**src/rtl/i2c_ball_slave_rx.sv**
```systemverilog
`timescale 1ns/1ps
// Bit-level I2C write-only slave that receives a 6-byte ball-state frame
// (address + 5 data bytes) and publishes it atomically on a clean STOP.
module i2c_ball_slave_rx #(
  parameter logic [7:0]  ADDR_BYTE = 8'hAA,
  parameter int unsigned NUM_DATA  = 5
) (
  input  logic       clk,
  input  logic       reset,
  input  logic       scl,
  input  logic       sda_i,
  output logic       sda_oe,
  output logic [9:0] ball_y,
  output logic [7:0] ball_vy,
  output logic [1:0] gravity_counter,
  output logic [7:0] safe_speed,
  output logic       ball_valid,
  output logic       frame_err,
  output logic       busy,
  output logic [7:0] state_led
);

  localparam int unsigned CW = $clog2(NUM_DATA + 1);
  localparam logic [CW-1:0] LAST_CNT = CW'(NUM_DATA);

  localparam logic [2:0] ST_IDLE     = 3'd0;
  localparam logic [2:0] ST_ADDR     = 3'd1;
  localparam logic [2:0] ST_ADDR_ACK = 3'd2;
  localparam logic [2:0] ST_DATA     = 3'd3;
  localparam logic [2:0] ST_DATA_ACK = 3'd4;
  localparam logic [2:0] ST_IGNORE   = 3'd5;

  logic          scl_s1, scl_s2, scl_prev;
  logic          sda_s1, sda_s2, sda_prev;
  logic          start_ev, stop_ev, scl_rise, scl_fall;

  logic [2:0]    state;
  logic [2:0]    bit_cnt;
  logic          byte_full;
  logic [7:0]    shifter;
  logic [CW-1:0] byte_cnt;
  logic          matched;
  logic          overflow;

  // Only the bits that reach the outputs are kept; reserved bits are dropped.
  logic [1:0]    sh_y_hi;
  logic [7:0]    sh_y_lo;
  logic [7:0]    sh_vy;
  logic [1:0]    sh_grav;
  logic [7:0]    sh_speed;

  // Synchronisers reset to the idle-bus level so reset release sees no edge.
  always_ff @(posedge clk or posedge reset) begin
    if (reset) begin
      scl_s1   <= 1'b1;
      scl_s2   <= 1'b1;
      scl_prev <= 1'b1;
      sda_s1   <= 1'b1;
      sda_s2   <= 1'b1;
      sda_prev <= 1'b1;
    end else begin
      scl_s1   <= scl;
      scl_s2   <= scl_s1;
      scl_prev <= scl_s2;
      sda_s1   <= sda_i;
      sda_s2   <= sda_s1;
      sda_prev <= sda_s2;
    end
  end

  always_comb begin
    start_ev = scl_s2 &  sda_prev & ~sda_s2;
    stop_ev  = scl_s2 & ~sda_prev &  sda_s2;
    scl_rise =  scl_s2 & ~scl_prev;
    scl_fall = ~scl_s2 &  scl_prev;
  end

  always_ff @(posedge clk or posedge reset) begin
    if (reset) begin
      state           <= ST_IDLE;
      bit_cnt         <= '0;
      byte_full       <= 1'b0;
      shifter         <= '0;
      byte_cnt        <= '0;
      matched         <= 1'b0;
      overflow        <= 1'b0;
      sh_y_hi         <= '0;
      sh_y_lo         <= '0;
      sh_vy           <= '0;
      sh_grav         <= '0;
      sh_speed        <= '0;
      sda_oe          <= 1'b0;
      busy            <= 1'b0;
      ball_valid      <= 1'b0;
      frame_err       <= 1'b0;
      ball_y          <= '0;
      ball_vy         <= '0;
      gravity_counter <= '0;
      safe_speed      <= '0;
    end else begin
      ball_valid <= 1'b0;
      frame_err  <= 1'b0;
      if (start_ev) begin
        // A START inside an addressed frame aborts it without committing.
        if (state != ST_IDLE && matched)
          frame_err <= 1'b1;
        state     <= ST_ADDR;
        bit_cnt   <= '0;
        byte_full <= 1'b0;
        byte_cnt  <= '0;
        matched   <= 1'b0;
        overflow  <= 1'b0;
        sda_oe    <= 1'b0;
        busy      <= 1'b0;
      end else if (stop_ev) begin
        if (state != ST_IDLE) begin
          state   <= ST_IDLE;
          sda_oe  <= 1'b0;
          busy    <= 1'b0;
          matched <= 1'b0;
          if (matched) begin
            if (byte_cnt == LAST_CNT && !overflow) begin
              ball_y          <= {sh_y_hi, sh_y_lo};
              ball_vy         <= sh_vy;
              gravity_counter <= sh_grav;
              safe_speed      <= sh_speed;
              ball_valid      <= 1'b1;
            end else begin
              frame_err <= 1'b1;
            end
          end
        end
      end else begin
        if (scl_rise && (state == ST_ADDR || state == ST_DATA) && !byte_full) begin
          shifter <= {shifter[6:0], sda_s2};
          bit_cnt <= bit_cnt + 3'd1;
          if (bit_cnt == 3'd7)
            byte_full <= 1'b1;
        end
        if (scl_fall) begin
          case (state)
            ST_ADDR: begin
              if (byte_full) begin
                byte_full <= 1'b0;
                if (shifter == ADDR_BYTE) begin
                  sda_oe  <= 1'b1;
                  busy    <= 1'b1;
                  matched <= 1'b1;
                  state   <= ST_ADDR_ACK;
                end else begin
                  state <= ST_IGNORE;
                end
              end
            end
            ST_ADDR_ACK, ST_DATA_ACK: begin
              sda_oe  <= 1'b0;
              bit_cnt <= '0;
              state   <= ST_DATA;
            end
            ST_DATA: begin
              if (byte_full) begin
                byte_full <= 1'b0;
                if (byte_cnt < LAST_CNT) begin
                  case (byte_cnt)
                    CW'(0):  sh_y_hi  <= shifter[7:6];
                    CW'(1):  sh_y_lo  <= shifter;
                    CW'(2):  sh_vy    <= shifter;
                    CW'(3):  sh_grav  <= shifter[1:0];
                    CW'(4):  sh_speed <= shifter;
                    default: ;
                  endcase
                  byte_cnt <= byte_cnt + CW'(1);
                  sda_oe   <= 1'b1;
                  state    <= ST_DATA_ACK;
                end else begin
                  overflow <= 1'b1;
                  state    <= ST_IGNORE;
                end
              end
            end
            ST_IGNORE: sda_oe <= 1'b0;
            default:   ;
          endcase
        end
      end
    end
  end

  always_comb begin
    state_led = '0;
    case (state)
      ST_ADDR:     state_led = 8'h01;
      ST_ADDR_ACK: state_led = 8'h02;
      ST_DATA:     state_led = 8'h04;
      ST_DATA_ACK: state_led = 8'h08;
      ST_IGNORE:   state_led = 8'h10;
      default:     state_led = 8'h00;
    endcase
  end

endmodule

```
**config.mk**
```make
export PLATFORM = sky130hd
export DESIGN_NAME = i2c_ball_slave_rx
export DESIGN_NICKNAME = d
export VERILOG_FILES = /design/src/rtl/i2c_ball_slave_rx.sv
export SDC_FILE = /design/constraint.sdc
export NUM_CORES = 1
export LEC_CHECK = 0
export CAP_MARGIN = 20
export CORE_MARGIN = 3
export CORE_UTILIZATION = 45
export CTS_CLUSTER_DIAMETER = 30
export DETAILED_ROUTE_END_ITERATION = 8
export PLACE_DENSITY = 0.67
export REMOVE_ABC_BUFFERS = 1
export SETUP_SLACK_MARGIN = 0.1
export SYNTH_ARGS = -nofsm -noshare
export SYNTH_HDL_FRONTEND = slang
export SYNTH_SLANG_ARGS = --single-unit
```
**constraint.sdc**
```tcl
create_clock -name clk -period 7.6 [get_ports clk]
set_input_delay 0.76 -clock clk [delete_from_list [all_inputs] [get_ports clk]]
set_output_delay 0.76 -clock clk [all_outputs]
set_load 0.1 [all_outputs]
```
-- After elaboration in Yosys (flattened, before gate mapping)
Cells that the tools add are included.
- register bits after elaboration: 85
- input port bits: 4
- output and inout bits: 40
- word-level logic and storage cells: 151
- add/subtract/negate cells: 2
- $lt $le $gt $ge: 1
- eq/ne operators: 19
- multiplexer cells: 58
- bitwise operators: 12
- reduce and logical (&&, ||, !) cells: 34
- operators by type and width (operator ; number):
    2-to-1 mux 3 bit ; 18
    AND reduction 7 bit ; 6
    2-to-1 mux 1 bit ; 37
    case mux 5 bit (5 select lines) ; 1
    AND reduction 5 bit ; 5
    equality test 3 bit, second input constant ; 5
    nonzero test 3 bit ; 5
    equality test 3 x 2 -> 1 bit, second input constant ; 4
    nonzero test 5 bit ; 2
    case mux 3 bit (3 select lines) ; 1
    equality test 8 bit, second input constant ; 1
    != test 4 x 3 -> 1 bit, second input constant ; 2
    != test 4 bit, second input constant ; 2
    nonzero test 2 bit ; 4
    adder 3 x 1 -> 3 bit, second input constant ; 2
    AND 1 bit ; 6
    equality test 3 x 1 -> 1 bit, second input constant ; 2
    inverter 1 bit ; 6
    logical AND 1 bit ; 4
    != test 2 bit, second input constant ; 2
    OR reduction 2 bit ; 2
    zero test 3 bit ; 1
    less-than comparator 3 bit, second input constant ; 1
    != test 3 x 2 -> 1 bit, second input constant ; 1
    5 further kinds ; 6

-- Depth between registers and ports, before layout
Gate-level depths: netlist (run 1).
- depth in word-level cells: 10
- gate-level depth with buffers: 7
- depth with buffers taken out: 5

-- Least setup slack after synthesis (run 1)
No wires, ideal clock.
- path kind: register to output
- start: register state[2]
- end: output port state_led[4]
- data arrival time: 2.880 ns
- data required time: 6.840 ns
- path slack: 3.960 ns
- stages on the path, launching flop included: 3
- path buffers: 1
- cell sequence: dfrtp_1 clkbuf_1 nor3b_1
- cells in the longest elaborated chain, start to end: 2
- elaborated cells on any way between the ends: 6
- classes of those cells: 5 x eq/ne; 1 x mux
- ends and longest elaborated chain (what ; line ; text):
    from (decl) ; 37 ; logic [2:0] state;
    from (signal assigned) ; 80 ; state <= ST_IDLE;
    from (signal assigned) ; 107 ; state <= ST_ADDR;
    from (signal assigned) ; 117 ; state <= ST_IDLE;
    equality test 3 bit, or another cell as far along ; 191 ; case (state)
    case mux 5 bit (5 select lines) (*) ; 191 ;
    to (decl) ; 20 ; output logic [7:0] state_led
Mark *: on every way between the ends. The rest lies on a longest branch, timed or not.

-- Worst setup path in the final report (run 1)
- start: register state[2]
- end: output port state_led[0]
Same word-level chain as after synthesis.

==> out/qor.csv, run 1 <==
stage,metric,value,unit
placement,number of instances in the placed design,406,
logic_synthesis,Mean Syn Cell Area,13.4,sq um
cts,clk_lat worst skew,0.35,ns
route,Routed WL per cell,15.1,um
route,Detailed Route WL,6400,um
logic_synthesis,Synth area leaders,"dfrtp_1 (53%), mux2_2 (18%), dfstp_2 (4.3%)",
sta,Tmin final,3.34,ns
grt,initial antenna violation count,0,
cts,Post-CTS Repair Setup Buffers,0,
sta,RSZ-0062 raised after global routing,no,
route,routed via count,2230,
sta,upper clock frequency limit,0.299,GHz
logic_synthesis,top cell type's share of synthesized area,53.4,%
logic_synthesis,Yosys warning total,0,
sta,"Hold Vio Cnt, Final",0,
logic_synthesis,Synth cell types,51,
grt,global-route wire length before repair,11000,um
sta,clk_skew,0.00918,ns
grt,pin count of the biggest net entering global routing,86,
critical_path,crit-path cells,"nand2b_1, nor2_1, clkdlybuf4s50_1",
logic_synthesis,Post-synth EDFFs,0,
sta,Slew Limit Fails,0,
cells_and_area,Reg area,0.00213,sq mm
die,Core ar.,0.00785,sq mm
sta,period utilization,44.0,%
cts,TritonCTS clock tree,yes,
critical_path,worst path arrival time,2.58,ns
die,starting density of the core,47.1,%
sta,Max transition margin,34.9,%
critical_path,CP startpoint kind,register,
die,Die W,96.7,um
pwr,peak supply drop,0.159,mV
logic_synthesis,top-count cell post-synth,dfrtp_1,
grt,vias in the first global route,2238,
die,die area,0.00935,sq mm
cells_and_area,diode count,0,
logic_synthesis,register area share after synthesis,57.7,%
cells_and_area,area of the multi-input gates,0.00147,sq mm
pwr,Leakage,2.06,nW
critical_path,"Req. time, crit path",6.84,ns
logic_synthesis,"area leader, netlist",dfrtp_1,
logic_synthesis,Synth Cell Area,0.00370,sq mm
critical_path,max incr delay on CP,1.17,ns
cts,maximum root-to-sink buffer count,2,
status,status,finished clean,
logic_synthesis,Synth Flop Type,dfrtp_1,
cells_and_area,Fillers,681,
die,height of the die,96.7,um
logic_synthesis,synthesized instance count,276,
cts,cts bufs inserted,9,
die,I/O pin count,44,
sta,Slew @ Worst Pin,0.974,ns
cts,CTS root buf,clkbuf_8,
sta,setup TNS,0,ns
critical_path,Setup CP Type,register to output port,
cts,cts repair resizes,0,
critical_path,Crit-path slowest cell,clkdlybuf4s50_1,
route,DRT iter0 DRCs,88,
worst_hold_path,Worst Hold Class,register to register,
placement,HPWL Detailed,4280,um
cells_and_area,Finished Layout Cells,423,
critical_path,CP max FO,15,
run,max_cap viols,0,
placement,port buffer count,40,
route,drt pass-1 iters,4,
cts,H-tree depth,3,
placement,GP Congestion,0.863,
route,post-route ant nets,0,
grt,GRT Util Overall,14.5,%
cts,cts hold-fix bufs,0,
cells_and_area,share of cells above drive strength 1,30.8,%
route,DRC,0,
critical_path,crit end category,output port,
cells_and_area,NumNets Final,327,
grt,GRT Residual Overflow,0,
logic_synthesis,Synth async-reset ratio,100,%
die,# rows,32,
sta,final setup fails,0,
cts,CTS sink cnt,85,
cts,"CTS clk-pin slew, worst paths",0.08,ns
logic_synthesis,"flops & latches, synth",85,
route,via-per-instance ratio,5.27,
pwr,Power Density,218,mW/mm^2
logic_synthesis,Post-synth top cells,"dfrtp_1 (79), mux2_2 (58), nand2_1 (14)",
cells_and_area,area delta synth->final,18.4,%
-- through the flow --
stage	hold WS [ns]	cell area [sq um]	setup slack, ns	utilization [%]	power (mW)
finish	0.359	4380	4.26	55.8	0.955
global route	0.364	4380	4.17	55.8	1.00
CTS	0.361	4350	4.27	55.5	0.966
detailed placement	0.347	4180	4.66	53.2	0.673
global placement	0.347	4180	4.68	53.2	0.671
floorplan	0.345	3610	3.92	-	0.631
-- cell families after synthesis --
family                     share of synthesized area (%)
xor gates and xnor gates                           0.237
and+or+nand+nor                                     9.20
muxes                                               21.4
DFF                                                 57.7
AOI/OAI and AO/OA                                   5.78
other                                              0.101
buffers and inverters                               3.18
adders and majority gates                           2.37
-- where the power goes --
group | total, mW | switching, mW | leakage [nW] | internal (mW)
Sequential | 0.509 | 0.0362 | 1.15 | 0.473
Combinational | 0.156 | 0.106 | 0.810 | 0.0500
Clock | 0.290 | 0.167 | 0.0923 | 0.123
Total | 0.955 | 0.309 | 2.06 | 0.646
-- layer usage --
metal / wire length [um] / global-route usage, %
met2: 2880 / 21.5
met5: 0 / 0
met4: 101 / 6.05
met1: 3200 / 20.8
met3: 211 / 3.10
-- layout make-up --
class / instances / area share (%)
Sequential cell: 85 / 48.7
Tap cell: 102 / 2.91
Inverter: 6 / 0.543
Clock inverter: 7 / 1.26
Timing Repair Buffer: 44 / 10.3
Multi-Input combinational cell: 170 / 33.5
Clock buffer: 9 / 2.83
-- final timing paths --
| check | depth (start not counted) | start | slack [ns] | end |
|---|---|---|---|---|
| worst max-delay path | 3 | state[2] | 4.26 | state_led[0] |
| min in group asynchronous | 3 | reset | 0.72 | bit_cnt[1] |
| worst max register to register | 5 | state[1] | 5.41 | sh_vy[0] |
| worst min register to register | 0 | sda_s1 | 0.36 | sda_s2 |
| max in group asynchronous | 4 | reset | 6.29 | sda_prev |
| worst min-delay path | 0 | sda_s1 | 0.36 | sda_s2 |
-- cell usage in the layout, fill, tap and decap left out, types with 2 or more instances in the layout --
cell type,synthesis,final
o21a_1,2,2
clkdlybuf4s50_1,0,40
conb_1,1,3
inv_6,0,3
nand3_1,2,2
mux2_2,58,58
o21ai_0,9,9
and2_1,5,5
dfrtp_1,79,79
nor3_1,6,5
nand2_1,14,14
a22o_1,2,2
nor2_1,9,9
nand3b_1,2,2
nor2b_1,4,4
a21oi_1,6,6
clkbuf_8,0,9
nor3b_1,3,3
buf_4,4,3
clkinv_2,0,3
ha_1,7,7
nand2b_1,3,3
mux2i_1,2,2
inv_1,6,5
dfstp_2,6,6
mux2_4,8,8
-- registers in the layout, indices dropped and copies added (netlist names), 2 cells and up --
signal	count
ball_vy	8
ball_y	10
bit_cnt	3
byte_cnt	3
gravity_counter	2
safe_speed	8
sh_grav	2
sh_speed	8
sh_vy	8
sh_y_hi	2
sh_y_lo	8
shifter	8
state	3
-- worst max-delay path, delay by kind of cell, from the launching register on --
kind	cells	cell delay, ns
buffers and inverters	1	1.17
DFF	1	0.53
and+or+nand+nor	2	0.53
No activity file was read; power rests on OpenSTA's default activity.
==> run 2: changes to the inputs <==
PLACE_DENSITY = 0.69   (was 0.67)
clock period = 2.99 ns   (was 7.6 ns; I/O delays follow)
==> run 2 against run 1 <==
  * Die area unchanged
  * Cell count is 0.24% lower
  * Setup slack got worse by 3.4 ns
  * Critical path type is now register to register
  * Largest cell class unchanged
==> out/qor.csv, run 2 (synthesis results as in run 1) <==
stage,metric,value,unit
status,status,finished clean,
pwr,Leakage,2.14,nW
cts,cts hold-fix bufs,0,
sta,Tmin final,2.17,ns
grt,initial antenna violation count,0,
sta,"Hold Vio Cnt, Final",0,
placement,port buffer count,40,
sta,RSZ-0062 raised after global routing,no,
route,via-per-instance ratio,5.23,
die,Die W,96.7,um
cells_and_area,NumNets Final,326,
critical_path,CP startpoint kind,register,
sta,upper clock frequency limit,0.461,GHz
route,post-route ant nets,0,
critical_path,crit end category,register,
critical_path,"Req. time, crit path",3.23,ns
die,die area,0.00935,sq mm
worst_hold_path,Worst Hold Class,input port to asynchronous set/reset pin,
cts,cts repair resizes,0,
placement,HPWL Detailed,4680,um
cts,clk_lat worst skew,0.36,ns
die,height of the die,96.7,um
die,Core ar.,0.00785,sq mm
cells_and_area,share of cells above drive strength 1,41.9,%
sta,clk_skew,0.0158,ns
placement,GP Congestion,0.864,
route,DRC,0,
sta,setup TNS,0,ns
grt,GRT Residual Overflow,0,
route,Detailed Route WL,6780,um
grt,global-route wire length before repair,11900,um
sta,Fin Hold WS,0.329,ns
cts,CTS sink cnt,85,
cells_and_area,final instance area,0.00431,sq mm
sta,period utilization,72.6,%
cells_and_area,Reg with most FFs,ball_y,
critical_path,Setup CP Type,register to register,
critical_path,CP max FO,16,
cts,Post-CTS Repair Setup Buffers,0,
sta,final setup fails,0,
grt,pin count of the biggest net entering global routing,51,
pwr,Power Density,594,mW/mm^2
route,routed via count,2205,
cts,cts bufs inserted,9,
pwr,total power,2.56,mW
sta,Slew @ Worst Pin,0.963,ns
route,Routed WL per cell,16.1,um
cells_and_area,max reg flops,10,
die,# rows,32,
cells_and_area,area delta synth->final,16.6,%
pwr,peak supply drop,0.286,mV
cts,"CTS clk-pin slew, worst paths",0.09,ns
die,I/O pin count,44,
sta,Slew Limit Fails,0,
cells_and_area,most frequent cells in the layout,"dfrtp_1 (79), mux2_2 (58), buf_4 (38)",
grt,vias in the first global route,2263,
cells_and_area,Post-Route Utilization,55.0,%
grt,GRT Util Overall,15.6,%
cts,CTS root buf,clkbuf_8,
run,max_cap viols,0,
route,drt pass-1 iters,4,
critical_path,worst path arrival time,2.41,ns
cells_and_area,"commonest non-fill, non-tap cell in the layout",dfrtp_1,
cts,TritonCTS clock tree,yes,
die,starting density of the core,47.1,%
cts,maximum root-to-sink buffer count,2,
route,DRT iter0 DRCs,126,
sta,Max transition margin,35.6,%
cells_and_area,diode count,0,
placement,Post-DP Area,0.00410,sq mm
cells_and_area,Fillers,675,
cts,H-tree depth,3,
[run 2: cell count changes in the layout (fill, tap and decap cells not counted), sizes merged]
| cell | previous run | this run |
|---|---|---|
| clkdlybuf4s50 | 40 | 4 |
| bufinv | 0 | 1 |
| inv | 9 | 8 |
| clkbuf | 9 | 10 |
| buf | 4 | 39 |
| clkinv | 3 | 2 |
[run 2: critical path, stage by stage (launching register included)]
cell	delay, ns
dfrtp_1	0.63
and3b_2	0.32
nand3_2	0.12
nor2_1	0.17
and2_1	0.42
mux2_2	0.39
[run 2: final cells by class]
class                      instances  area, sq um  area share [%]
tap                              102          128            2.96
sequential                        85         2130            49.5
multi-input combinational        170         1470            34.0
clock buffer                      10          138            3.19
timing repair buffer              43          345            8.01
clock inverter                     6         77.6            1.80
inverter                           6         23.8           0.551
[run 2: metrics by stage]
stage               std cells  worst slack (ns)
floorplan                 261            -0.695
global placement          406             0.874
detailed placement        406             0.842
CTS                       422             0.829
global route              422             0.677
finish                    422             0.820
[run 2: routing by layer]
metal / global-route usage (%) / part of all wire [%]
met1: 23.1 / 50
met2: 22.9 / 46
met3: 2.96 / 2.7
met4: 5.83 / 1.3
met5: 0 / 0
[run 2: power breakdown]
group	internal, mW	switching, mW
Combinational	0.118	0.274
Sequential	1.20	0.0969
Clock	0.425	0.448
[run 2: path summary, 6_finish.rpt]
kind / from / to / cells after the start / slack, ns
worst max-delay path: state[1] / sh_vy[4] / 5 / 0.82
worst min-delay path: reset / matched / 2 / 0.33
worst max register to register: state[1] / sh_vy[4] / 5 / 0.82
worst min register to register: sda_s1 / sda_s2 / 0 / 0.36
max in group asynchronous: reset / ball_y[9] / 3 / 1.99
min in group clk: sda_i / sda_s1 / 1 / 0.35
==> run 3: changes to the inputs <==
PLACE_DENSITY = 0.67   (was 0.69)
clock period = 2.2 ns   (was 2.99 ns; I/O delays follow)
==> run 3 against run 2 <==
  * Critical path depth is 1 lower
  * Register-to-register slack lost 0.56 ns
  * Routed wire length decreased by 0.12%
  * Cell count rose by 2.6%
  * Via count up 4.3%
  * Die area did not move
  * Clock skew is 0.00080 ns lower
  * Critical endpoint is now state_led[0]
  * Largest cell class unchanged
==> out/qor.csv, run 3 (synthesis results as in run 1) <==
stage,metric,value,unit
route,post-route ant nets,0,
sta,setup TNS,0,ns
grt,GRT Util Overall,15.2,%
route,via-per-instance ratio,5.31,
grt,Global Route met3 Usage,2.96,%
placement,HPWL Detailed,4740,um
die,Die W,96.7,um
pwr,peak supply drop,0.473,mV
cells_and_area,area delta synth->final,20.8,%
pwr,Leakage,2.21,nW
grt,met2 Use GR,21.8,%
cts,CTS root buf,clkbuf_8,
critical_path,"CP delay by family, top",simple AND/OR/NAND/NOR gates,
critical_path,crit end category,output port,
cells_and_area,Fillers,691,
cts,maximum root-to-sink buffer count,2,
route,routed via count,2299,
sta,period utilization,90.2,%
cells_and_area,Reg with most FFs,ball_y,
critical_path,Crit-path slowest cell,dfrtp_1,
grt,M1 GR Usage,22.6,%
sta,clk_skew,0.0150,ns
cells_and_area,diode count,0,
critical_path,flop-to-flop setup slack,0.26,ns
placement,GP Congestion,0.890,
cells_and_area,Post-Route Utilization,57.0,%
die,# rows,32,
critical_path,CP startpoint kind,register,
route,DRT iter0 DRCs,136,
pwr,total power,3.61,mW
route,drt pass-1 iters,4,
cts,Post-CTS Repair Setup Buffers,0,
critical_path,CP max FO,11,
route,Routed WL per cell,15.6,um
grt,GRT Residual Overflow,0,
grt,pin count of the biggest net entering global routing,46,
critical_path,r2r endpoint,sh_speed[0],
sta,Tmin final,1.98,ns
pwr,Power Density,807,mW/mm^2
cts,cts hold-fix bufs,0,
cells_and_area,most frequent cells in the layout,"dfrtp_1 (79), mux2_2 (58), buf_4 (44)",
cells_and_area,NumNets Final,337,
placement,Post-Place Setup Slack,0.156,ns
sta,Fin Hold WS,0.129,ns
critical_path,Setup CP Type,register to output port,
cells_and_area,"commonest non-fill, non-tap cell in the layout",dfrtp_1,
die,Core ar.,0.00785,sq mm
critical_path,"Req. time, crit path",1.98,ns
cts,clk_lat worst skew,0.36,ns
critical_path,worst path arrival time,1.76,ns
placement,port buffer count,40,
sta,final setup fails,0,
grt,vias in the first global route,2299,
sta,Slew Limit Fails,0,
critical_path,worst reg2reg path depth,4,
grt,global-route wire length before repair,11600,um
critical_path,max incr delay on CP,0.42,ns
die,starting density of the core,47.1,%
cts,H-tree depth,3,
cts,CTS sink cnt,85,
cts,"CTS clk-pin slew, worst paths",0.10,ns
cells_and_area,max reg flops,10,
cts,TritonCTS clock tree,yes,
grt,GRT Max-Usage Layer,met1,
run,max_cap viols,0,
status,status,finished clean,
die,I/O pin count,44,
critical_path,reg2reg start,scl_prev,
sta,"Hold Vio Cnt, Final",0,
route,Detailed Route WL,6770,um
grt,initial antenna violation count,0,
cells_and_area,share of cells above drive strength 1,44.4,%
worst_hold_path,Worst Hold Class,input port to asynchronous set/reset pin,
sta,final worst slack,0.217,ns
critical_path,crit-path cells,"buf_4, nand2b_1, nor2_1, buf_12",
cts,cts bufs inserted,9,
die,die area,0.00935,sq mm
die,height of the die,96.7,um
sta,RSZ-0062 raised after global routing,no,
critical_path,WP buf/inv,2,
route,DRC,0,
sta,upper clock frequency limit,0.504,GHz
run 3: final cells by class:
type | count | area, sq um | share of cell area, %
clock buffers | 9 | 124 | 2.77
clock inverters | 7 | 91.3 | 2.04
inverters | 6 | 23.8 | 0.532
multi-input cells | 170 | 1470 | 32.8
flip-flops and latches | 85 | 2130 | 47.8
well taps | 102 | 128 | 2.86
repair buffers | 54 | 500 | 11.2
run 3: per-layer routing:
metal / share of wire (%) / vias up
li1: - / 1076
met1: 50 / 1162
met2: 44 / 50
met3: 3.6 / 11
met4: 1.9 / 0
met5: 0 / -
run 3: where the power goes:
part / total, mW / switching, mW / internal [mW] / leakage (nW)
combinational: 0.716 / 0.456 / 0.260 / 0.951
clock: 1.19 / 0.641 / 0.552 / 0.105
sequential: 1.70 / 0.0629 / 1.63 / 1.15
total: 3.61 / 1.16 / 2.45 / 2.21
run 3: worst max-delay path by stage:
stage | from | end | slack [ns] | cells past startpoint
6_report | state[2] | state_led[0] | 0.22 | 4
5_1_grt | state[2] | state_led[0] | 0.10 | 4
4_1_cts | scl_prev | sh_speed[3] | 0.14 | 4
3_5_place_dp | scl_prev | sh_speed[3] | 0.16 | 4
3_3_place_gp | scl_prev | sh_speed[6] | 0.22 | 4
2_1_floorplan | matched | ball_vy[0] | -1.48 | 3
run 3: through the flow:
stage	cells	area, sq um
floorplan	261	3610
global placement	417	4250
detailed placement	417	4250
CTS	433	4470
global route	433	4470
finish	433	4470
run 3: worst reg2reg max path, delay by kind of cell, from the launching register on:
kind | cells | cell delay (ns)
flops | 1 | 0.58
mux | 1 | 0.33
simple gates | 3 | 0.92
run 3: timing repair:
action,CTS,global route
endpoints found under the setup margin,0,10
resized for setup,0,1
endpoints found under the hold margin,0,0
